<file path="src/rtl/kof_sprite_pkg.sv">
// Shared sprite-fetch constants, animation state type and width helper.
// Combinational declarations only; no latency or flow control.
package kof_sprite_pkg;

    localparam int SCREEN_W = 640;
    localparam int SCREEN_H = 480;
    localparam logic [3:0] TRANSPARENT_IDX = 4'hF;

    typedef enum logic [1:0] {
        IDLE = 2'd0,
        PLAY = 2'd1,
        HOLD = 2'd2
    } anim_state_t;

    // Bits needed to count 0..n-1, never less than one.
    function automatic int clog2w(input int n);
        int w;
        w = 1;
        while ((1 << w) < n) begin
            w = w + 1;
        end
        return w;
    endfunction

endpackage

</file>
<file path="src/rtl/kof_anim_seq.sv">
// One-shot animation sequencer: plays frames on start, then holds the last pose.
// The frame register updates one cycle after start/frame_tick; there is no backpressure.
module kof_anim_seq
    import kof_sprite_pkg::*;
#(
    parameter int NUM_FRAMES = 4,
    parameter int HOLD_TICKS = 8,
    localparam int FRAME_W = clog2w(NUM_FRAMES),
    localparam int CNT_W   = clog2w(HOLD_TICKS)
) (
    input  logic               clk_i,
    input  logic               rst_ni,
    input  logic               start_i,
    input  logic               frame_tick_i,
    output logic [FRAME_W-1:0] frame_o,
    output logic               anim_done_o
);

    anim_state_t        state_q, state_d;
    logic [FRAME_W-1:0] frame_q, frame_d;
    logic [CNT_W-1:0]   cnt_q, cnt_d;

    always_ff @(posedge clk_i or negedge rst_ni) begin
        if (!rst_ni) begin
            state_q <= IDLE;
            frame_q <= '0;
            cnt_q   <= '0;
        end else begin
            state_q <= state_d;
            frame_q <= frame_d;
            cnt_q   <= cnt_d;
        end
    end

    always_comb begin
        state_d = state_q;
        frame_d = frame_q;
        cnt_d   = cnt_q;
        // start pre-empts any tick arriving in the same cycle
        if (start_i) begin
            state_d = PLAY;
            frame_d = '0;
            cnt_d   = '0;
        end else begin
            case (state_q)
                PLAY: begin
                    if (frame_tick_i) begin
                        if (NUM_FRAMES <= 1) begin
                            state_d = HOLD;
                        end else if (cnt_q == CNT_W'(HOLD_TICKS - 1)) begin
                            cnt_d   = '0;
                            frame_d = frame_q + FRAME_W'(1);
                            if (frame_q == FRAME_W'(NUM_FRAMES - 2)) begin
                                state_d = HOLD;
                            end
                        end else begin
                            cnt_d = cnt_q + CNT_W'(1);
                        end
                    end
                end
                HOLD: begin
                    frame_d = FRAME_W'(NUM_FRAMES - 1);
                end
                default: begin
                    frame_d = '0;
                end
            endcase
        end
    end

    assign frame_o     = frame_q;
    assign anim_done_o = (state_q == HOLD);

endmodule

</file>
<file path="src/rtl/kyo_lose_sprite_fetch.sv">
// Kyo lose-pose pixel fetch: in-box test, flipped ROM addressing, palette index out.
// Two-cycle latency from DrawX/DrawY to index; one pixel per cycle, no backpressure.
module kyo_lose_sprite_fetch
    import kof_sprite_pkg::clog2w;
#(
    parameter int         SPRITE_W        = 64,
    parameter int         SPRITE_H        = 96,
    parameter int         NUM_FRAMES      = 4,
    parameter int         HOLD_TICKS      = 8,
    parameter logic [3:0] TRANSPARENT_IDX = kof_sprite_pkg::TRANSPARENT_IDX,
    localparam int        ADDR_W          = clog2w(SPRITE_W * SPRITE_H * NUM_FRAMES),
    localparam int        FRAME_W         = clog2w(NUM_FRAMES)
) (
    input  logic              Clk,
    input  logic              Reset_n,
    input  logic              pix_en,
    input  logic [9:0]        DrawX,
    input  logic [9:0]        DrawY,
    input  logic [9:0]        sprite_x,
    input  logic [9:0]        sprite_y,
    input  logic              facing_left,
    input  logic              start,
    input  logic              frame_tick,
    output logic [ADDR_W-1:0] rom_addr,
    input  logic [3:0]        rom_data,
    output logic [3:0]        index,
    output logic              index_valid,
    output logic              opaque,
    output logic              anim_done
);

    logic [FRAME_W-1:0] frame;

    kof_anim_seq #(
        .NUM_FRAMES (NUM_FRAMES),
        .HOLD_TICKS (HOLD_TICKS)
    ) u_seq (
        .clk_i        (Clk),
        .rst_ni       (Reset_n),
        .start_i      (start),
        .frame_tick_i (frame_tick),
        .frame_o      (frame),
        .anim_done_o  (anim_done)
    );

    logic [10:0]       x_end, y_end;
    logic [9:0]        dx, dy, col;
    logic              in_box;
    logic [ADDR_W-1:0] addr_d;

    // 11-bit box ends so a sprite near the right/bottom edge cannot wrap
    always_comb begin
        x_end  = {1'b0, sprite_x} + 11'(SPRITE_W);
        y_end  = {1'b0, sprite_y} + 11'(SPRITE_H);
        in_box = (DrawX >= sprite_x) && ({1'b0, DrawX} < x_end) &&
                 (DrawY >= sprite_y) && ({1'b0, DrawY} < y_end);
        dx     = DrawX - sprite_x;
        dy     = DrawY - sprite_y;
        col    = facing_left ? (10'(SPRITE_W - 1) - dx) : dx;
        addr_d = ADDR_W'(frame) * ADDR_W'(SPRITE_W * SPRITE_H)
               + ADDR_W'(dy) * ADDR_W'(SPRITE_W)
               + ADDR_W'(col);
    end

    logic              in_box_q;
    logic              vld1_q;
    logic [ADDR_W-1:0] rom_addr_q;

    always_ff @(posedge Clk or negedge Reset_n) begin
        if (!Reset_n) begin
            rom_addr_q <= '0;
            in_box_q   <= 1'b0;
            vld1_q     <= 1'b0;
        end else begin
            if (pix_en && in_box) begin
                rom_addr_q <= addr_d;
            end
            in_box_q <= pix_en && in_box;
            vld1_q   <= pix_en;
        end
    end

    assign rom_addr = rom_addr_q;

    logic [3:0] index_q;
    logic       opaque_q;
    logic       vld2_q;

    always_ff @(posedge Clk or negedge Reset_n) begin
        if (!Reset_n) begin
            index_q  <= TRANSPARENT_IDX;
            opaque_q <= 1'b0;
            vld2_q   <= 1'b0;
        end else begin
            index_q  <= in_box_q ? rom_data : TRANSPARENT_IDX;
            opaque_q <= in_box_q && (rom_data != TRANSPARENT_IDX);
            vld2_q   <= vld1_q;
        end
    end

    assign index       = index_q;
    assign opaque      = opaque_q;
    assign index_valid = vld2_q;

endmodule

</file>
<file path="config.mk">
export PLATFORM = sky130hd
export DESIGN_NAME = kyo_lose_sprite_fetch
export DESIGN_NICKNAME = d
export VERILOG_FILES = /design/src/rtl/kof_sprite_pkg.sv /design/src/rtl/kof_anim_seq.sv /design/src/rtl/kyo_lose_sprite_fetch.sv
export SDC_FILE = /design/constraint.sdc
export NUM_CORES = 1
export LEC_CHECK = 0
export BUFFER_PORTS_ARGS = -buffer_cell sky130_fd_sc_hd__buf_2
export CORE_ASPECT_RATIO = 1.5
export CORE_MARGIN = 2
export CORE_UTILIZATION = 25
export CTS_CLUSTER_DIAMETER = 120
export CTS_CLUSTER_SIZE = 12
export DETAILED_ROUTE_END_ITERATION = 8
export PLACE_DENSITY = 0.55
export REMOVE_ABC_BUFFERS = 1
export SLEW_MARGIN = 20
export SYNTH_ARGS = -nofsm -noshare
export SYNTH_HDL_FRONTEND = slang
export SYNTH_SLANG_ARGS = --single-unit
</file>
<file path="constraint.sdc">
create_clock -name Clk -period 4.8 [get_ports Clk]
set_input_delay 0.96 -clock Clk [delete_from_list [all_inputs] [get_ports Clk]]
set_output_delay 0.96 -clock Clk [all_outputs]
set_load 0.05 [all_outputs]
</file>
# After elaboration in Yosys (flattened, before gate mapping)
# Cells that the tools add are included.
# op_classes
n_mul,1
eq_ne,7
mux,15
order_cmp,4
n_reduce_logical,12
addsub,9
# ops
operator,count
adder 10 x 7 -> 11 bit (second input constant),2
< comparator 10 x 11 -> 1 bit,2
greater-or-equal comparator 10 bit,2
two-way mux 2 bit,8
adder 15 x 10 -> 15 bit,1
adder 15 bit,1
two-way mux 3 bit,4
two-way mux 10 bit,1
subtractor 10 bit,1
subtractor 6 x 10 -> 10 bit (first input constant),1
subtractor 9 bit,1
nonzero test 2 bit,4
logical AND 1 bit,5
== test 2 bit (second input constant),2
multiplier 2 x 2 -> 4 bit (second input constant),1
two-way mux 4 bit,1
!= test 4 bit (second input constant),1
case mux 2 bit (2 select lines),1
AND reduction 2 bit,2
AND reduction 4 bit,1
adder 3 x 1 -> 3 bit (second input constant),1
== test 3 bit (second input constant),1
!= test 3 x 2 -> 1 bit (second input constant),1
!= test 3 bit (second input constant),1
other kinds (2),2
# totals
input_bits,50
ff_bits,30

# Depth between registers and ports, before layout
# Gate-level depths: netlist (run 1).
# logic_depth
ltp_word,6
depth_mapped,21
depth_no_buf,21

# Cells and area by module
# A second synthesis (run 1) with hierarchy kept.
# unflattened
hier_cells,322
hier_area_um2,3022.9
# modules_own_cells
module,cells_per_inst,instances,area_per_inst_um2
kyo_lose_sprite_fetch,279,1,2602.5
kof_anim_seq,43,1,420.4

# Worst setup path before layout (run 1)
# No wires, ideal clock.
# synth_timing
kind,input-to-reg
startpoint,in DrawX[0]
endpoint,reg rom_addr_q[14] (netlist: rom_addr[14])
t_required_ps,4675
setup_slack_ps,617
t_arrival_ps,4058
path_stages,21
n_path_buf,0
cell_sequence,inv_1 ha_1 inv_1 fa_1 nand3_1 nand2_2 or4_1 nand3_1 inv_1 ha_1 nand2b_1 xnor2_1 xnor2_1 ha_1 nor2b_1 o21ai_0 nand2b_1 nand3_1 a21oi_1 xnor2_1 mux2_2
# synth_between
elab_chain_cells,5
word_cells_on_any_way,10
# synth_lines
item,line_no,text
start: declaration,kyo_lose_sprite_fetch.sv:17,"input logic [9:0] DrawX,"
"parallel branches: the longest is 5 deep, another holds adder 15 x 10 -> 15 bit",--,
end signal: assignment,kyo_lose_sprite_fetch.sv:76,rom_addr_q <= addr_d;
end: declaration,kyo_lose_sprite_fetch.sv:67,logic [ADDR_W-1:0] rom_addr_q;
# Parallel ways; which one is timed is not known.
# A chain may end at the register's enable or synchronous reset.

# Worst setup path after layout (run 1)
# Same ends and word-level chain as after synthesis.

==> metrics.txt, run 1 <==
CORE AREA=11400 sq um; FF+latch count, synth=30; DRC Markers=0; vias per cell=4.45; commonest cells after routing, fill and taps aside=71 x buf_2, 46 x ha_1, 42 x inv_1; final non-filler cell total=535; port bufs=71; WP data required=4.96 ns; Ant. Diodes=0; clock skew=0.00326 ns; Placed Instance Area=3420 sq um; fmax=0.237 GHz; layout cell share with drive strength beyond 1=27.3%; area occupied by multi-input gates=1950 sq um; Root Buffer=clkbuf_16; buffer and inverter count on the worst path=4; Power Density=375 nW/um^2; CTS sink cnt=30; post-synthesis sequential area ratio=26.2%; kind of cell adding the most delay to the critical path=simple AND/OR/NAND/NOR gates; M1 WL=2.58 mm; EDFF count, synth=0; Leak=1.79 nW; routed wl met2=3.59 mm; RePlAce Congestion=0.786; row count=48; mean area per synthesized cell=9.38 sq um; CP Capture Type=register; Die X=91.8 microns; Die H=136 microns; status=complete, no violations; Crit Path Category=in -> reg; Clock transition at path regs=0.05 ns; gr ovfl total=0; first-pass GRT wire length=11.2 mm; placed insts=527; mapped cell area=2890 sq um; Worst-Margin Slew=0.668 ns; Final setup violation count=0; Max Used Layer=met4; CTS Hold Bufs=0; DRT Pass-1 Iters=3; Slew headroom=55.5%; Tcrit/Tclk final=88.0%; Detailed Route WL=6.56 mm; GRT Total Usage=11.2%; Initial Util=25.3%; Mapped Cells=308; Hold Path Class=reg -> reg; Pins Over Slew Limit=0; initial drt markers=32; nets=483; total negative slack=0 ns; vias in the first global route=2484; CP Data Arrival Time=4.38 ns; fill count=1229; area grow syn2layout=23.4%; clock period minus worst slack=4.22 ns; unrepaired setup endpoints after global routing=no; ys flop type=dfrtp_1; most common cell after layout, fill and taps aside=buf_2; crit path max fanout=4; fin area=3560 sq um; DR WL met3=200 microns; YS warnings=0; PostCTS Resize Cnt=0; final core utilization=31.2%; Critical Path Start Type=primary input; CTS tree=built; Yosys cell types=48; CP peak stage delay=0.40 ns; Post-CTS Setup Bufs=0; final hold vios=0; DR WL/cell=12.3 microns; largest net degree at the start of global routing=31; Peak VDD IR=0.136 mV; die area=12400 sq um; Seq. cell area=756 sq um; crit path launch=DrawX[0]; Worst-Skew Late Latency=0.27 ns; Max-cap violations=0; CTS Buf Count=5; Reg-to-Reg Start=u_seq.frame_o[0]; Routed Antenna Nets=0; H-tree depth=2; worst hold start=vld1_q; routed vias=2380; detailed-placement wirelength estimate=5.69 mm; Max clock buf depth=2; Pwr Total=1.34 mW; initial antenna violation count=0; I/O pin cnt=72; CP Cell Sequence=buf_2 -> inv_1 -> ha_1 -> inv_1 -> fa_1 -> nand3_1 -> nand2_2 -> or4_1 -> nand3_1 -> inv_1 -> ha_1 -> nand2b_1 -> xnor2_1 -> xnor2_1 -> ha_1 -> nor2b_1 -> o21ai_0 -> nand2b_1 -> nand3_1 -> a21oi_1 -> xnor2_1 -> mux2_2; fraction of synthesis flops using an asynchronous set or reset pin=100%; slowest CP cell=or4_1
-- cells in the mapped netlist (8+ instances only) --
| cell type | count | area share (%) |
|---|---|---|
| a21oi_1 | 28 | 4.9 |
| nor2_1 | 10 | 1.3 |
| ha_1 | 46 | 20 |
| dfrtp_1 | 26 | 23 |
| o21ai_0 | 11 | 1.9 |
| nand2_1 | 12 | 1.6 |
| xnor2_1 | 24 | 7.3 |
| xor2_1 | 10 | 3.0 |
| nand2b_1 | 8 | 1.7 |
| inv_1 | 42 | 5.5 |
-- logic make-up after synthesis --
kind of cell,count (synthesis),share of synthesized area [%]
compound gates,71,15.6
xor+xnor,34,10.3
fa+ha+maj,49,22.0
buf+inv,45,6.24
flops,30,26.2
mux,15,6.67
simple gates,64,13.0
-- sequential cells by signal, summed over array words and instances, names as in the netlist --
register and flops:
rom_addr 15, index 4, u_seq.cnt_q 3, u_seq.frame_o 2
u_seq.state_q 2, in_box_q 1, index_valid 1, opaque 1
vld1_q 1
-- per-stage QoR --
step / hold slack, ns / setup WS, ns
global placement: 0.339 / 0.337
floorplan: 0.331 / 0.635
global route: 0.369 / 0.275
finish: 0.353 / 0.577
detailed placement: 0.350 / 0.262
CTS: 0.360 / 0.545
-- worst paths after layout --
path	slack (ns)	endpoint	cells past startpoint
min	0.35	index_valid	0
min in group asynchronous	0.72	u_seq.cnt_q[1]	1
max in group asynchronous	3.65	rom_addr[6]	1
max	0.58	rom_addr[14]	22
min reg2reg	0.35	index_valid	0
max reg2reg	2.66	rom_addr[14]	9
-- where the power goes --
group / internal (mW) / switching [mW]
Sequential: 0.315 / 0.0306
Clock: 0.205 / 0.106
Combinational: 0.247 / 0.432
-- cell type report --
type / instances / share of cell area (%)
inverter: 42 / 4.42
multi-input combinational: 233 / 54.8
sequential: 30 / 21.2
clock buffer: 7 / 4.00
clock inverter: 1 / 0.140
tap: 150 / 5.27
timing repair buffer: 72 / 10.2
-- routing by layer --
metal / vias up / track usage (%)
met4: 0 / 5.64
met1: 1103 / 12.1
met3: 10 / 1.45
met2: 36 / 21.0
met5: - / 0
li1: 1231 / -
Note: power is estimated with default switching activity, not from simulation.
==> run 2, diff against run 1 <==
--- a/config.mk
+++ b/config.mk
@@ -5,6 +5,7 @@
 export SDC_FILE = /design/constraint.sdc
 export NUM_CORES = 1
 export LEC_CHECK = 0
+export ABC_AREA = 1
 export BUFFER_PORTS_ARGS = -buffer_cell sky130_fd_sc_hd__buf_2
 export CORE_ASPECT_RATIO = 1.5
 export CORE_MARGIN = 2
@@ -12,7 +13,7 @@
 export CTS_CLUSTER_DIAMETER = 120
 export CTS_CLUSTER_SIZE = 12
 export DETAILED_ROUTE_END_ITERATION = 8
-export PLACE_DENSITY = 0.55
+export PLACE_DENSITY = 0.56
 export REMOVE_ABC_BUFFERS = 1
 export SLEW_MARGIN = 20
 export SYNTH_ARGS = -nofsm -noshare
==> constraint.sdc (replaced) <==
create_clock -name Clk -period 3.7 [get_ports Clk]
set_input_delay 0.74 -clock Clk [delete_from_list [all_inputs] [get_ports Clk]]
set_output_delay 0.74 -clock Clk [all_outputs]
set_load 0.05 [all_outputs]
==> metrics.txt, run 2 <==
CTS Buf Count=5 (unchanged); most common cell after layout, fill and taps aside=nand2_1; port bufs=71 (unchanged); Worst Hold Depth=0 (unchanged); Worst Hold Path EP=index_valid; net switching power=0.815 mW (+43%); Clock transition at path regs=0.05 ns (about the same); detailed-placement wirelength estimate=6.55 mm (+15%); routed vias=2979 (+25%); Leak=2.30 nW (+28%); gr ovfl total=0 (unchanged); Worst-Skew Late Latency=0.27 ns (about the same); Post-CTS Setup Bufs=0 (unchanged); EDFF count, synth=0 (unchanged); Clock Power Share=22.9% (-0.4 points); Area contributors post-synth=dfrtp_1 21%, ha_1 18%, nand2_1 16%; CTS Hold Bufs=0 (unchanged); total negative slack=0 ns (unchanged); Ant. Diodes=0 (unchanged); CTS sink cnt=30 (unchanged); Critical Path Start Type=primary input; Final setup violation count=0 (unchanged); CP Capture Type=register; Comb power frac=51.4% (+0.6 points); Detailed Route WL=7.54 mm (+15%); post-synthesis sequential area ratio=24.0% (-2.1 points); Max clock buf depth=2 (unchanged); worst hold start=vld1_q; DRT Pass-1 Iters=4 (+1); WP data required=3.91 ns (-1.05 ns); status=complete, no violations; max reg flops=15 (unchanged); CP Data Arrival Time=3.53 ns (-0.85 ns); Yosys cell types=35 (-27%); reg2reg setup slack=1.71 ns (-0.95 ns); Root Buffer=clkbuf_16; Routed Antenna Nets=0 (unchanged); Peak VDD IR=0.196 mV (+44%); final hold vios=0 (unchanged); Power Density=459 nW/um^2 (+22%); fmax=0.302 GHz; Mapped Cells=446 (+45%); Reg-to-Reg Start=u_seq.frame_o[0]; CORE AREA=12400 sq um (+8.6%); nets=628 (+30%); Hold Path Class=reg -> reg; Placed Instance Area=3730 sq um (+9.1%); clock skew=0.00112 ns (-0.00214 ns); Initial Util=25.4% (+0.077 points); Synth top area share=20.7% (-1.8 points); commonest cells after routing, fill and taps aside=137 x nand2_1, 72 x inv_1, 71 x buf_2; unrepaired setup endpoints after global routing=no; clock period minus worst slack=3.31 ns; Crit Path Category=in -> reg; Die H=141 microns (+4.2%); FF+latch count, synth=30 (unchanged); Reg power frac=25.6% (-0.3 points); Pins Over Slew Limit=0 (unchanged); I/O pin cnt=72 (unchanged); most common cell in the synthesized netlist=nand2_1; DR WL/cell=11.0 microns (-10%); reg2reg end=rom_addr[14]; Die X=95.6 microns (+4.2%); RePlAce Congestion=0.828 (+5.3%); Max-cap violations=0 (unchanged); Hold Slack=0.350 ns (-0.00272 ns); area grow syn2layout=23.4% (about the same); largest net degree at the start of global routing=31 (unchanged); post-synth top area cell=dfrtp_1; fraction of synthesis flops using an asynchronous set or reset pin=100% (unchanged); GRT Total Usage=11.5% (+0.32 points); ys flop type=dfrtp_1; Pwr Total=1.78 mW (+33%); crit path max fanout=5 (+1); die area=13500 sq um (+8.6%); Tcrit/Tclk final=89.5%; most common library cells after synthesis=137 x nand2_1, 72 x inv_1, 46 x ha_1; fin area=3880 sq um (+8.8%); row count=50 (+4.2%); mean area per synthesized cell=7.05 sq um (-25%); CTS tree=built; Setup WS post-layout=0.387 ns (-0.190 ns); vias per cell=4.34 (-2.4%); first-pass GRT wire length=12.6 mm (+13%); worst reg-to-reg path cell count=12 (+3); dpl ws=-0.0649 ns (-0.327 ns); internal power=0.964 mW (+26%); Net Sw Frac=45.8% (+3.3 points); Slew headroom=56.0% (+0.57 points); DRC Markers=0 (unchanged); YS warnings=0 (unchanged); initial antenna violation count=0 (unchanged); fill count=1388 (+13%); vias in the first global route=2923 (+18%); layout cell share with drive strength beyond 1=20.6% (-6.7 points); Worst-Margin Slew=0.660 ns (-0.00852 ns); mapped cell area=3140 sq um (+8.9%); initial drt markers=101 (+220%); H-tree depth=2 (unchanged)
## run 2: cell type report
type / count / area, sq um / share of cell area (%)
clock buffers: 6 / 139 / 3.58
clock inverters: 2 / 12.5 / 0.323
inverters: 80 / 300 / 7.74
multi-input cells: 332 / 2050 / 52.9
flip-flops and latches: 30 / 756 / 19.5
well taps: 156 / 195 / 5.03
repair buffers: 80 / 423 / 10.9
## run 2: worst max path at each step
stage,startpoint,to,slack [ns],cells past startpoint
after floorplan,DrawX[0],rom_addr[14],0.26,19
after global placement,DrawX[6],rom_addr[10],0.03,17
after detailed placement,DrawX[6],rom_addr[14],-0.06,18
after CTS,DrawX[6],rom_addr[14],0.23,18
after global routing,sprite_x[6],rom_addr[12],0.08,21
final,DrawX[6],rom_addr[10],0.39,17
## run 2: critical path: stages
cell	delay, ns
buf_2	0.11
ha_1	0.36
a21o_1	0.20
a21oi_1	0.18
nand2_1	0.08
nand2_1	0.07
nand2_1	0.07
ha_1	0.28
inv_1	0.03
o21ai_0	0.23
inv_1	0.09
fa_1	0.41
o21ai_1	0.24
buf_4	0.15
xor2_1	0.12
nand3_1	0.08
nand2_1	0.07
## run 2: routing by layer
metal | global-route usage, % | part of all wire (%) | vias to the layer above
li1 | - | - | 1582
met4 | 3.83 | 1.5 | 0
met2 | 20.7 | 51 | 60
met5 | 0 | 0 | -
met1 | 13.9 | 44 | 1330
met3 | 1.17 | 3.5 | 7
## run 2: cell families after synthesis
group / synth area share [%]
AND/OR/NAND/NOR: 30.9
buffers and inverters: 10.7
adder cells (fa/ha/maj): 20.2
AO/OA/AOI/OAI: 7.24
flip-flops: 24.0
XOR/XNOR: 6.96
## run 2: per-stage QoR
stage | util (%) | std cells
after floorplan | - | 442
after global placement | 30.1 | 678
after detailed placement | 30.1 | 678
after CTS | 31.3 | 686
after global routing | 31.3 | 686
final | 31.3 | 686
## run 2: power groups by stage
stage	Sequential [mW]	Combinational (mW)	Clock, mW
global route	0.466	1.02	0.437
floorplan	0.737	0.397	0
detailed placement	0.464	0.925	0
global placement	0.460	0.917	0
CTS	0.459	0.927	0.423
finish	0.456	0.915	0.408
## run 2: repair_timing
item                                    in CTS  in global routing
endpoints found under the setup margin       0                  1
resized for setup                            0                  1
endpoints found under the hold margin        0                  0
==> run 3, diff against run 2 <==
--- a/config.mk
+++ b/config.mk
@@ -5,7 +5,6 @@
 export SDC_FILE = /design/constraint.sdc
 export NUM_CORES = 1
 export LEC_CHECK = 0
-export ABC_AREA = 1
 export BUFFER_PORTS_ARGS = -buffer_cell sky130_fd_sc_hd__buf_2
 export CORE_ASPECT_RATIO = 1.5
 export CORE_MARGIN = 2
==> metrics.txt, run 3 (synthesis results as in run 1) <==
CORE AREA=11400 sq um (-7.9%); Routed Antenna Nets=0 (unchanged); final hold vios=0 (unchanged); Max-cap violations=0 (unchanged); nets=515 (-18%); layout cell share with drive strength beyond 1=39.1% (+19 points); first-pass GRT wire length=11.7 mm (-7.3%); final core utilization=35.0% (+3.7 points); vias in the first global route=2645 (-9.5%); clock period minus worst slack=3.72 ns (+0.411 ns); CTS sink cnt=30 (unchanged); gr ovfl total=0 (unchanged); Critical Path Start Type=primary input; H-tree depth=2 (unchanged); CP Cell Sequence=buf_2 -> ha_1 -> or4_1 -> o22ai_2 -> xor2_2 -> buf_4 -> buf_4 -> a31oi_4 -> xnor2_1 -> xnor2_1 -> ha_1 -> a21boi_2 -> o2111ai_1 -> nand2_1 -> xor2_1 -> mux2_4; slowest CP cell=or4_1; CP Capture Type=register; CTS Hold Bufs=0 (unchanged); Die H=136 microns (-4.0%); Detailed Route WL=7.13 mm (-5.5%); most used routing layer in global routing=met2; Initial Util=25.3% (-0.077 points); failing checks=negative setup slack; GRT Total Usage=11.7% (+0.17 points); unrepaired setup endpoints after global routing=yes; Root Buffer=clkbuf_16; met1 global-route usage=11.4% (-2.5 points); M2 GR Usage=23.7% (+3.0 points); row count=48 (-4.0%); clock skew=0.00220 ns (+0.00108 ns); Setup WS post-layout=-0.0245 ns (-0.411 ns); fill count=1183 (-15%); Pins Over Slew Limit=0 (unchanged); port bufs=71 (unchanged); die area=12400 sq um (-7.9%); total negative slack=-0.0526 ns (-0.0526 ns); Crit Path Category=in -> reg; Worst-Margin Slew=0.668 ns (+0.00845 ns); commonest cells after routing, fill and taps aside=70 x buf_2, 42 x ha_1, 38 x inv_1; detailed-placement wirelength estimate=5.96 mm (-9.0%); RePlAce Congestion=0.809 (-2.2%); Worst-Skew Late Latency=0.28 ns (about the same); status=finished, violations left; DRC Markers=0 (unchanged); routed vias=2546 (-15%); I/O pin cnt=72 (unchanged); CTS Buf Count=5 (unchanged); CP Data Arrival Time=3.89 ns (+0.36 ns); Power Density=474 nW/um^2 (+3.3%); most common cell after layout, fill and taps aside=buf_2; Hold Path Class=reg -> reg; Tcrit/Tclk final=101% (+11 points); largest net degree at the start of global routing=31 (unchanged); fmax=0.268 GHz (-11%); max reg flops=15 (unchanged); Seq. cell area=756 sq um (unchanged); Max clock buf depth=2 (unchanged); Hold Slack=0.359 ns (+0.00877 ns); CTS tree=built; area grow syn2layout=38.2%; CP peak stage delay=0.55 ns (+0.14 ns); Die X=91.8 microns (-4.0%); Ant. Diodes=0 (unchanged); DRT Pass-1 Iters=4 (unchanged); Final setup violation count=3 (+3); M3 GR Usage=1.50% (+0.33 points); Clock transition at path regs=0.05 ns (about the same); crit path max fanout=3 (-2); WP data required=3.86 ns (-0.05 ns); initial drt markers=78 (-23%); DR WL/cell=12.6 microns (+14%); Leak=1.99 nW (-14%); vias per cell=4.49 (+3.4%); initial antenna violation count=0 (unchanged); area occupied by multi-input gates=2120 sq um (+3.0%); Peak VDD IR=0.150 mV (-23%); Slew headroom=55.5% (-0.56 points)
[run 3: critical path: cells and delay by family]
| kind | cells | cell delay [ns] |
|---|---|---|
| xor+xnor | 4 | 0.71 |
| simple gates | 2 | 0.64 |
| compound gates | 4 | 0.61 |
| fa+ha+maj | 2 | 0.55 |
| buf+inv | 3 | 0.37 |
| mux | 1 | 0.25 |
[run 3: timing repair]
action	in CTS	in global routing
buffers inserted	5	2
endpoints found under the setup margin	6	5
resized for setup	21	18
pin swaps	9	13
[run 3: area by class of cell]
| type | count | share of cell area [%] |
|---|---|---|
| clock inverter | 1 | 0.125 |
| clock buffer | 7 | 3.57 |
| sequential | 30 | 18.9 |
| tap | 150 | 4.70 |
| timing repair buffer | 104 | 15.6 |
| multi-input combinational | 233 | 53.0 |
| inverter | 42 | 4.08 |
[run 3: metrics by stage]
| stage | worst slack [ns] | power (mW) | instance area, sq um | cells |
|---|---|---|---|---|
| after floorplan | -0.245 | 1.13 | 2870 | 305 |
| after global placement | -0.436 | 1.39 | 3630 | 554 |
| after detailed placement | -0.530 | 1.41 | 3630 | 554 |
| after CTS | -0.00123 | 1.88 | 3890 | 567 |
| after global routing | -0.185 | 2.01 | 3990 | 567 |
| final | -0.0245 | 1.89 | 3990 | 567 |
[run 3: metal layers]
layer / part of all wire, % / routed length (microns)
met5: 0 / 0
met4: 2.4 / 169
met3: 2.8 / 198
met2: 58 / 4110
met1: 37 / 2650
[run 3: where the power goes]
group          internal, mW  leakage, nW  switching, mW
combinational         0.423         1.54          0.607
clock                 0.266       0.0739          0.141
sequential            0.409        0.371         0.0441
total                  1.10         1.99          0.792
[run 3: worst paths after layout]
check / start / to / slack [ns] / cells after the start
worst max-delay path: DrawX[3] / rom_addr[13] / -0.02 / 16
worst min-delay path: vld1_q / index_valid / 0.36 / 0
worst max register to register: u_seq.frame_o[0] / rom_addr[14] / 1.57 / 9
worst min register to register: vld1_q / index_valid / 0.36 / 0
max in group asynchronous: Reset_n / opaque / 2.77 / 1
min in group asynchronous: Reset_n / u_seq.cnt_q[1] / 0.50 / 1
